`src/rtl/up_down_counter_if.sv`:
```
// up_down_counter_if
// Control/status bundle for up_down_counter. The instruction side
// (clear, count instruction) is driven by the master. The counter value
// and the limit pulse are driven back by the slave (the counter).
interface up_down_counter_if #(
    parameter int WIDTH = 20
);
    logic                    clear_i;
    logic [1:0]              count_instr_i;
    logic signed [WIDTH-1:0] counter_val_o;
    logic                    limit_o;

    modport master (
        output clear_i,
        output count_instr_i,
        input  counter_val_o,
        input  limit_o
    );

    modport slave (
        input  clear_i,
        input  count_instr_i,
        output counter_val_o,
        output limit_o
    );
endinterface

```
`src/rtl/up_down_counter.sv`:
```
// up_down_counter
// Signed up/down counter for the ADPLL loop path. It accumulates the
// phase-detector up/down decisions into a signed control word.
// Instruction encoding: 00 hold, 01 +STEP, 10 -STEP, 11 hold (reserved).
// At the signed range limits the result wraps by default. Defining
// UPDOWN_COUNTER_SATURATE_EN clamps the result at the limits instead.
// limit_o is a one-cycle registered pulse on every wrap or clamp.
module up_down_counter #(
    parameter int WIDTH = 20,
    parameter int STEP  = 1
) (
    input  logic               fpga_clk_i,
    input  logic               reset_n_i,
    up_down_counter_if.slave   bus
);

    // Elaboration-time guard on the parameter ranges. The arithmetic below
    // relies on STEP <= 2^(WIDTH-2): with that bound the WIDTH+1 bit sum can
    // never overflow, so its top bit always gives the true sign.
    generate
        if (WIDTH < 2 || WIDTH > 32) begin : g_bad_width
            $error("up_down_counter: WIDTH must be in 2..32");
        end
        if (STEP < 1 || longint'(STEP) > (longint'(1) << (WIDTH - 2))) begin : g_bad_step
            $error("up_down_counter: STEP must be in 1..2^(WIDTH-2)");
        end
    endgenerate

    localparam logic signed [WIDTH:0] STEP_EXT = (WIDTH + 1)'(STEP);

    localparam logic [1:0] INSTR_INC = 2'b01;
    localparam logic [1:0] INSTR_DEC = 2'b10;

`ifdef UPDOWN_COUNTER_SATURATE_EN
    localparam logic signed [WIDTH-1:0] MAX_VAL = {1'b0, {(WIDTH - 1){1'b1}}};
    localparam logic signed [WIDTH-1:0] MIN_VAL = {1'b1, {(WIDTH - 1){1'b0}}};
`endif

    logic signed [WIDTH-1:0] value_reg;
    logic                    limit_reg;

    logic signed [WIDTH-1:0] value_next;
    logic                    limit_next;

    logic signed [WIDTH:0]   cur_ext;
    logic signed [WIDTH:0]   sum_ext;
    logic                    do_count;
    logic                    out_of_range;

    // Extend the current value by one bit, then add or subtract STEP.
    // out_of_range is set when the WIDTH+1 bit result does not fit
    // back into WIDTH bits.
    always_comb begin
        cur_ext      = {value_reg[WIDTH-1], value_reg};
        sum_ext      = cur_ext;
        do_count     = 1'b0;
        if (bus.count_instr_i == INSTR_INC) begin
            sum_ext  = cur_ext + STEP_EXT;
            do_count = 1'b1;
        end else if (bus.count_instr_i == INSTR_DEC) begin
            sum_ext  = cur_ext - STEP_EXT;
            do_count = 1'b1;
        end
        out_of_range = do_count && (sum_ext[WIDTH] != sum_ext[WIDTH-1]);
    end

    // Apply the boundary rule. The hold instructions keep the value and
    // drop the limit pulse.
    always_comb begin
        value_next = value_reg;
        limit_next = 1'b0;
        if (do_count) begin
`ifdef UPDOWN_COUNTER_SATURATE_EN
            if (out_of_range) begin
                // The sign of the extended sum shows which end was crossed.
                value_next = sum_ext[WIDTH] ? MIN_VAL : MAX_VAL;
            end else begin
                value_next = sum_ext[WIDTH-1:0];
            end
`else
            // Plain truncation gives two's-complement wrap-around.
            value_next = sum_ext[WIDTH-1:0];
`endif
            limit_next = out_of_range;
        end
    end

    // State update. Priority is reset, then clear, then the instruction.
    always_ff @(posedge fpga_clk_i or negedge reset_n_i) begin
        if (!reset_n_i) begin
            value_reg <= '0;
            limit_reg <= 1'b0;
        end else if (bus.clear_i) begin
            value_reg <= '0;
            limit_reg <= 1'b0;
        end else begin
            value_reg <= value_next;
            limit_reg <= limit_next;
        end
    end

    assign bus.counter_val_o = value_reg;
    assign bus.limit_o       = limit_reg;

endmodule

```
`src/flat_wrapper.sv`:
```
// flat-port wrapper written by rule: the top's interface ports become plain ports
module up_down_counter_flat 
#(
    parameter int WIDTH = 20,
    parameter int STEP  = 1
)
  (fpga_clk_i, reset_n_i, bus_clear_i, bus_count_instr_i, bus_counter_val_o, bus_limit_o);
  up_down_counter_if #(.WIDTH(WIDTH)) bus_i ();
  input  logic fpga_clk_i;
  input  logic reset_n_i;
  input wire logic [$bits(bus_i.clear_i)-1:0] bus_clear_i;
  input wire logic [$bits(bus_i.count_instr_i)-1:0] bus_count_instr_i;
  output wire logic [$bits(bus_i.counter_val_o)-1:0] bus_counter_val_o;
  output wire logic [$bits(bus_i.limit_o)-1:0] bus_limit_o;
  assign bus_i.clear_i = bus_clear_i;
  assign bus_i.count_instr_i = bus_count_instr_i;
  assign bus_counter_val_o = bus_i.counter_val_o;
  assign bus_limit_o = bus_i.limit_o;
  up_down_counter #(.WIDTH(WIDTH), .STEP(STEP)) u_core (.fpga_clk_i(fpga_clk_i), .reset_n_i(reset_n_i), .bus(bus_i));
endmodule
```
`config.mk`:
```
export PLATFORM = sky130hd
export DESIGN_NAME = up_down_counter_flat
export DESIGN_NICKNAME = d
export VERILOG_FILES = /design/src/rtl/up_down_counter_if.sv /design/src/rtl/up_down_counter.sv /design/src/flat_wrapper.sv
export SDC_FILE = /design/constraint.sdc
export NUM_CORES = 1
export LEC_CHECK = 0
export ABC_AREA = 1
export CAP_MARGIN = 10
export CELL_PAD_IN_SITES_DETAIL_PLACEMENT = 0
export CELL_PAD_IN_SITES_GLOBAL_PLACEMENT = 1
export CORE_ASPECT_RATIO = 1.2
export CORE_MARGIN = 2
export CORE_UTILIZATION = 30
export DETAILED_ROUTE_END_ITERATION = 16
export DONT_BUFFER_PORTS = 1
export GPL_TIMING_DRIVEN = 0
export PLACE_DENSITY = 0.6
export RECOVER_POWER = 25
export SLEW_MARGIN = 15
export SYNTH_ARGS = -nofsm -noshare
export SYNTH_HDL_FRONTEND = slang
export SYNTH_SLANG_ARGS = --single-unit
export TNS_END_PERCENT = 10
```
`constraint.sdc`:
```
create_clock -name fpga_clk_i -period 4.38 [get_ports fpga_clk_i]
set_input_delay 0.876 -clock fpga_clk_i [delete_from_list [all_inputs] [get_ports fpga_clk_i]]
set_output_delay 0.876 -clock fpga_clk_i [all_outputs]
set_load 0.05 [all_outputs]
```
## Word level (Yosys, flattened, before mapping)

Index checks and enable logic that the tools add are counted.

| word-level totals | value |
|---|---|
| flip-flop bits (word level) | 21 |
| input port bits | 5 |
| output and inout bits | 21 |

| cells by class | value |
|---|---|
| add/subtract/negate cells | 2 |
| equal/unequal tests | 3 |
| mux-type cells | 8 |
| reductions and logical operators | 4 |

Operator list:

| operator | count |
|---|---|
| 21-bit two-way mux | 2 |
| 20-bit two-way mux | 2 |
| 20-bit by 2-bit adder with 21-bit output (second input constant) | 1 |
| 20-bit by 2-bit subtractor with 21-bit output (second input constant) | 1 |
| 1-bit two-way mux | 4 |
| 3-bit nonzero test | 1 |
| 2-bit by 1-bit == test with 1-bit output (second input constant) | 1 |
| 2-bit == test (second input constant) | 1 |
| 2-bit AND reduction | 1 |
| 2-bit nonzero test | 1 |
| 1-bit logical AND | 1 |
| 1-bit != test | 1 |

## Longest topological paths before layout

Gate-level depths: netlist of the first run.

| logic depth | value |
|---|---|
| word-level depth | 7 |
| depth in mapped cells | 12 |
| depth with buffers taken out | 11 |

## Worst setup path before layout of the first run

No wires, ideal clock.

| timing | value |
|---|---|
| path kind | input port to flip-flop |
| from | input bus_count_instr_i[1] |
| to | register u_core.value_reg[11], in the netlist u_core.bus.counter_val_o[11] |
| arrival time | 1.924 ns |
| slack | 2.335 ns |
| cell stages on the path | 11 |
| cell sequence | inv_1 ha_1 buf_2 inv_2 nand3_2 nor2_2 nand2_1 o21ai_1 nand3_1 nand2_1 nor2_1 |

| on the way | value |
|---|---|
| longest elaborated chain between the ends | 5 |
| elaborated cells on any way between the ends | 10 |
| classes of those cells | eq/ne: 2; mux: 5; reduce/logical: 3 |

RTL lines:

| item | line | source |
|---|---|---|
| start, declared | flat_wrapper.sv:12 | `input wire logic [$bits(bus_i.count_instr_i)-1:0] bus_count_instr_i;` |
| 2-bit == test | up_down_counter.sv:60 | `end else if (bus.count_instr_i == INSTR_DEC) begin` |
| 1-bit two-way mux | up_down_counter.sv:60 |  |
| 1-bit two-way mux | up_down_counter.sv:57 | `if (bus.count_instr_i == INSTR_INC) begin` |
| 2-bit nonzero test (no line) | - |  |
| 2-bit AND reduction (no line) | - |  |
| end signal, assigned | up_down_counter.sv:97 | `value_reg <= value_next;` |
| end, declared | up_down_counter.sv:39 | `logic signed [WIDTH-1:0] value_reg;` |

Several ways; a longest one is shown, not always the timed one. The select of a mux whose other input is x is not followed.
A chain may end at the register's enable or synchronous reset.

## Worst setup path after layout of the first run

| timing | value |
|---|---|
| from | input bus_count_instr_i[0] |
| to | register u_core.value_reg[12], in the netlist u_core.bus.counter_val_o[12] |

Same word-level chain as after synthesis.

==> results.md, run 1 <==
- Post-CTS resize count: 0
- Area of placed instances: between 1500 and 2000 sq um
- Die Area: roughly 7000 sq um
- Die W: ~76 um
- Syn. warnings: 0
- Cell Area, Synth: around 1900 sq um
- Congestion Overflow GR: 0
- Tcrit/Tclk final: 46.6%
- Critical Path End Type: flop
- Number of global-route vias before repair: ~1900
- VDD IR max: ~0.00013 V
- Slew Viols, Final: 0
- Crit start category: primary input
- Layout cells sized above 1: 12.5%
- RSZ-0062 raised after global routing: no
- Post-CTS setup buffers: 0
- Synth top cells by count: nand2_1, nor2_1, nand3_1
- Drc violations: 0
- Hold Slack: approximately 0.29 ns
- First-pass GRT wire length: between 9 and 10 mm
- Top post-synthesis cells by area: dfrtp_1, nand2_1, nor2_1
- Async set-reset flop share out of synthesis: 100%
- Static Leak: about 0.94 nW
- Outcome: finished, final reports clean
- Max-cap violations: 0
- Minimum clock period: around 2.0 ns
- Cell Pwr Density: 321 nW/um^2
- Worst Setup Path Type: primary input to flop
- Dominant synthesized flop cell: dfrtp_1
- Netlist cell types: 24
- Fin Clk Skew: 0.00241 ns
- Post-synth top area share: 28.2%
- Setup TNS: 0 ns
- Final nets: about 310
- FF-to-FF path depth: 10
- Syn_area_per_cell: just over 6 sq um
- Final setup viols: 0
- Wirelength per Cell: 14.6 um
- Row count: 31
- Gate Count Post-Synth: 300
- CTS Buf Count: 3
- Placed cell count: between 300 and 400
- Number of diodes: 0
- CTS Buffer Depth: 2
- Yosys top cell by area: dfrtp_1
- Port bufs: 0
- Finished Layout Cells: between 300 and 400
- Clk root buf: clkbuf_8
- CTS tree: yes
- CORE AREA: 6010 sq um
- Max FO, Critical Path: 10
- Pre-antenna DRT Iters: 5
- Worst slew pin tran: between 0.7 and 0.8 ns
- Worst hold path class: primary input to async pin
- Dpl hpwl: 4.33 mm
- Top-count cell post-synth: nand2_1
- Register area share after synthesis: between 20 and 30%
- Fmax: 490 MHz
- Worst Setup Slack, final: ~2.3 ns
- Number of H-tree levels: 1
- Max incr delay on CP: between 0.3 and 0.4 ns
- Global placer's final weighted congestion: 0.839
- Post-DRT Antenna Nets: 0
- 1st-iter DRT viols: 76
- Crit-path slowest cell: ha_1
- Largest net degree at the start of global routing: 22
- Post-synthesis net count: ~310
- Final Util: between 30% and 40%
- Clk sink count: 21
- Starting Density: about 31%
- Number of synthesized register bits: 21
- GRT Total Usage: 17.6%
- Worst rel slew slack: 53.0%
- Crit-path cells: inv_1, ha_1, nor2_2, nor2_4, nor2_4, inv_2, o21ai_1, nor2_1, nand2_1, nand2_1, nor2_1
- Setup WS pre-CTS: between 2 and 2.5 ns
- Critical Path RT: between 4 and 5 ns
- Layout area overhead: 7.92%
- Worst path arrival time: ~2.3 ns
- PnR Total Power: 0.645 mW
- Cts hold-fix bufs: 0
- Initial antenna violation count: 0
- Drt total wl: around 5.6 mm
- Die Height: between 90 and 100 um
- Via density: 4.87
- Via count: roughly 1900
- Hold Violations, Final: 0
- Worst skew pair latency: about 0.27 ns
- Ports: 26
- Number of flops mapped to enable cells by yosys: 0
- Final instance area: 2010 sq um
- Clk slew on worst S/H paths: 0.09 ns
## critical path, delay by kind of cell
kind / cells / cell delay (ns)
adder cells (fa/ha/maj): 1 / 0.31
AO/OA/AOI/OAI: 1 / 0.09
AND/OR/NAND/NOR: 7 / 0.82
buffers and inverters: 2 / 0.13
## metal layers
| metal | routed length, um | GRT usage, % | vias up | share of wire (%) |
|---|---|---|---|---|
| met5 | 0 | 0 | - | 0 |
| met3 | 179 | 2.70 | 5 | 3.2 |
| met2 | 2870 | 31.3 | 30 | 51 |
| li1 | - | - | 972 | - |
| met4 | 54 | 4.39 | 0 | 0.96 |
| met1 | 2530 | 22.2 | 871 | 45 |
## cells by family (layout without fill, tap and decap cells)
logic type               count (synthesis)  count (layout)  share of synthesized area, %
AO/OA/AOI/OAI                           34              34                          9.54
adder cells (fa/ha/maj)                  4               4                          2.69
buffers and inverters                   38              42                          8.19
flip-flops                              21              21                          28.2
AND/OR/NAND/NOR                        203             203                          51.4
## registers in the layout (all words and copies together) (netlist names)
name,count
u_core.bus.counter_val_o,20
u_core.bus.limit_o,1
## cell type report
class | instances | area (sq um)
Buffer | 9 | 43.8
Clock buffer | 4 | 45.0
Fill cell | 715 | 4000
Inverter | 29 | 109
Multi-Input combinational cell | 241 | 1180
Sequential cell | 21 | 526
Tap cell | 82 | 103
## cell usage in the layout, fill, tap and decap left out, drive strengths merged
master / instances
inv: 29
nor2: 63
o32ai: 1
nand3b: 1
nor3: 2
nand3: 41
buf: 8
o22ai: 1
o21ai: 17
clkbuf: 5
ha: 4
nand2: 92
nand4: 4
dfrtp: 21
a31oi: 2
a21oi: 13
## path summary, 6_finish.rpt
path	slack [ns]	from	to
worst min register to register	0.86	u_core.bus.counter_val_o[18]	u_core.bus.counter_val_o[18]
min in group fpga_clk_i	0.77	bus_clear_i	u_core.bus.limit_o
worst max-delay path	2.34	bus_count_instr_i[0]	u_core.bus.counter_val_o[12]
max in group asynchronous	4.02	reset_n_i	u_core.bus.counter_val_o[17]
worst max register to register	2.36	u_core.bus.counter_val_o[1]	u_core.bus.limit_o
worst min-delay path	0.29	reset_n_i	u_core.bus.counter_val_o[7]
## power by group
part	leakage, nW	switching, mW	internal (mW)	total (mW)
Sequential	0.286	0.0888	0.208	0.297
Combinational	0.632	0.143	0.0680	0.211
Clock	0.0228	0.0719	0.0651	0.137
Power figures use the tool's default switching activity.
==> inputs of run 2 (changes only) <==
==> constraint.sdc (replaced) <==
create_clock -name fpga_clk_i -period 2.1 [get_ports fpga_clk_i]
set_input_delay 0.42 -clock fpga_clk_i [delete_from_list [all_inputs] [get_ports fpga_clk_i]]
set_output_delay 0.42 -clock fpga_clk_i [all_outputs]
set_load 0.05 [all_outputs]
==> run 2 against run 1 <==
Compared with the run above: critical path depth shrank 1; power grew 110%; sequential share of layout area shrank 0.29 points; combinational power grew 120%; clock-buffer cell count is the same; clock power grew 110%; sequential power grew 110%; clock skew is essentially flat; critical endpoint is now u_core.bus.limit_o; largest power group unchanged.
==> results.md, run 2 (synthesis gave the netlist of run 1 again) <==
- Hold Violations, Final: 0
- Min-Delay Path Depth: 3
- GRT Total Usage: between 10% and 20%
- Worst slew pin tran: between 0.7 and 0.8 ns
- Tcrit/Tclk final: between 90 and 100%
- Number of global-route vias before repair: a little under 2000
- Final nets: between 300 and 400
- Initial antenna violation count: 0
- Placed cell count: about 380
- Clk slew on worst S/H paths: approximately 0.08 ns
- Crit-path cells: buf_2, nand2_1, nor2_1, nand3_4, nor2_4, nand3_1, nand2_1, nand2_1, nand2_1, nor2_1
- Global placer's final weighted congestion: 0.839
- Hold EP: u_core.bus.limit_o
- FF-to-FF path depth: 10
- Static Leak: 0.952 nW
- Critical Path End Type: flop
- Worst hold path class: primary input to flop
- Die W: 75.9 um
- Worst Setup Path Type: flop to flop
- Ports: 26
- Dpl hpwl: 4.33 mm
- Routed met3 length: about 170 um
- Pre-antenna DRT Iters: 4
- RSZ-0062 raised after global routing: no
- Fin Clk Skew: slightly above 0.002 ns
- Via density: just under 5
- Layout cells sized above 1: around 13%
- Critical Path Source: u_core.bus.counter_val_o[13]
- VDD IR max: between 0.0002 and 0.0003 V
- Wirelength per Cell: 14.7 um
- Area of placed instances: roughly 2000 sq um
- First-pass GRT wire length: 9.73 mm
- Number of H-tree levels: 1
- Final Util: between 30% and 40%
- Final instance area: 2040 sq um
- CTS tree: yes
- Post-DRT Antenna Nets: 0
- Port bufs: 0
- Critical Path RT: 2.26 ns
- Congestion Overflow GR: 0
- Layout area overhead: 9.67%
- Outcome: finished, final reports clean
- Met2 routed WL: about 2.9 mm
- Die Height: roughly 90 um
- Crit start category: flop
- Clk sink count: 21
- Reg2reg setup slack: approximately 0.18 ns
- Number of diodes: 0
- Largest net degree at the start of global routing: 22
- Drt total wl: ~5.7 mm
- Setup TNS: 0 ns
- Via count: between 1500 and 2000
- Cell Pwr Density: roughly 660 nW/um^2
- Final setup viols: 0
- Post-CTS setup buffers: 0
- CTS Buffer Depth: 2
- Slew Viols, Final: 0
- Max-cap violations: 0
- Max FO, Critical Path: 8
- Die Area: 6860 sq um
- Crit Reg-Reg Startpoint: u_core.bus.counter_val_o[13]
- Highest Signal Layer: met4
- Reg2reg end: u_core.bus.limit_o
- CORE AREA: between 6000 and 7000 sq um
- Row count: 31
- Fmax: 522 MHz
- Commonest non-fill, non-tap cells in the layout: nand2_1, nor2_1, nand3_1
- Starting Density: a little under a third
- Leading cell type in the layout, fill and taps excluded: nand2_1
- Wire length on met1: 2.56 mm
- Max incr delay on CP: 0.64 ns
- Worst path arrival time: ~2.1 ns
- CP most frequent cell: nand2_1
- Clk root buf: clkbuf_8
- Finished Layout Cells: approximately 390
- 1st-iter DRT viols: 76
- CTS Buf Count: 3
- Drc violations: 0
- Hold Crit Start: bus_clear_i
- Crit-path slowest cell: dfrtp_1
- Minimum clock period: roughly 1.9 ns
- Number of flip-flops in the largest register: 20
- Worst rel slew slack: a little over half
- Worst skew pair latency: roughly 0.27 ns
-- run 2: cell types whose count changed in the layout (fill, tap and decap cells not counted), sizes merged --
cell and change:
dlygate4sd3 +1, buf +1
-- run 2: layout make-up --
class                   instances  area, sq um
plain buffers                   9         43.8
clock buffers                   4         45.0
fillers                       716         3970
inverters                      29          109
multi-input cells             241         1180
flip-flops and latches         21          528
well taps                      82          103
repair buffers                  2         30.0
-- run 2: what timing repair did --
action | in CTS | in global routing
endpoints found under the setup margin | 0 | 6
endpoints found under the hold margin | 21 | 0
gates resized for setup | 0 | 2
hold buffers | 2 | 0
-- run 2: how the worst max path moves through the flow --
stage                                         to  slack (ns)  depth (start not counted)
finish                        u_core.bus.limit_o        0.18                         10
global route                  u_core.bus.limit_o        0.02                         10
CTS                 u_core.bus.counter_val_o[12]        0.04                          9
detailed placement  u_core.bus.counter_val_o[12]        0.06                          9
global placement    u_core.bus.counter_val_o[12]        0.05                          9
floorplan           u_core.bus.counter_val_o[12]        0.31                         10
-- run 2: per-layer routing --
layer | GRT usage [%] | vias to the layer above
met1 | 22.3 | 880
met4 | 4.39 | 0
met5 | 0 | -
li1 | - | 976
met2 | 31.5 | 23
met3 | 2.60 | 5
-- run 2: report_power, final --
group	leakage [nW]	internal, mW	switching, mW	total (mW)
combinational	0.646	0.147	0.308	0.455
sequential	0.283	0.435	0.186	0.620
clock	0.0228	0.136	0.146	0.282
total	0.952	0.717	0.640	1.36
-- run 2: worst max-delay path, delay by kind of cell, from the launching register on --
kind,cells,cell delay (ns)
flops,1,0.64
simple gates,9,0.90
buf+inv,1,0.28
-- run 2: metrics by stage --
stage,power (mW),setup WS (ns),hold slack [ns]
6_report,1.36,0.185,0.317
3_5_place_dp,1.07,0.0553,0.125
4_1_cts,1.39,0.0434,0.305
5_1_grt,1.48,0.0211,0.328
3_3_place_gp,1.07,0.0545,0.125
2_1_floorplan,0.955,0.312,0.124
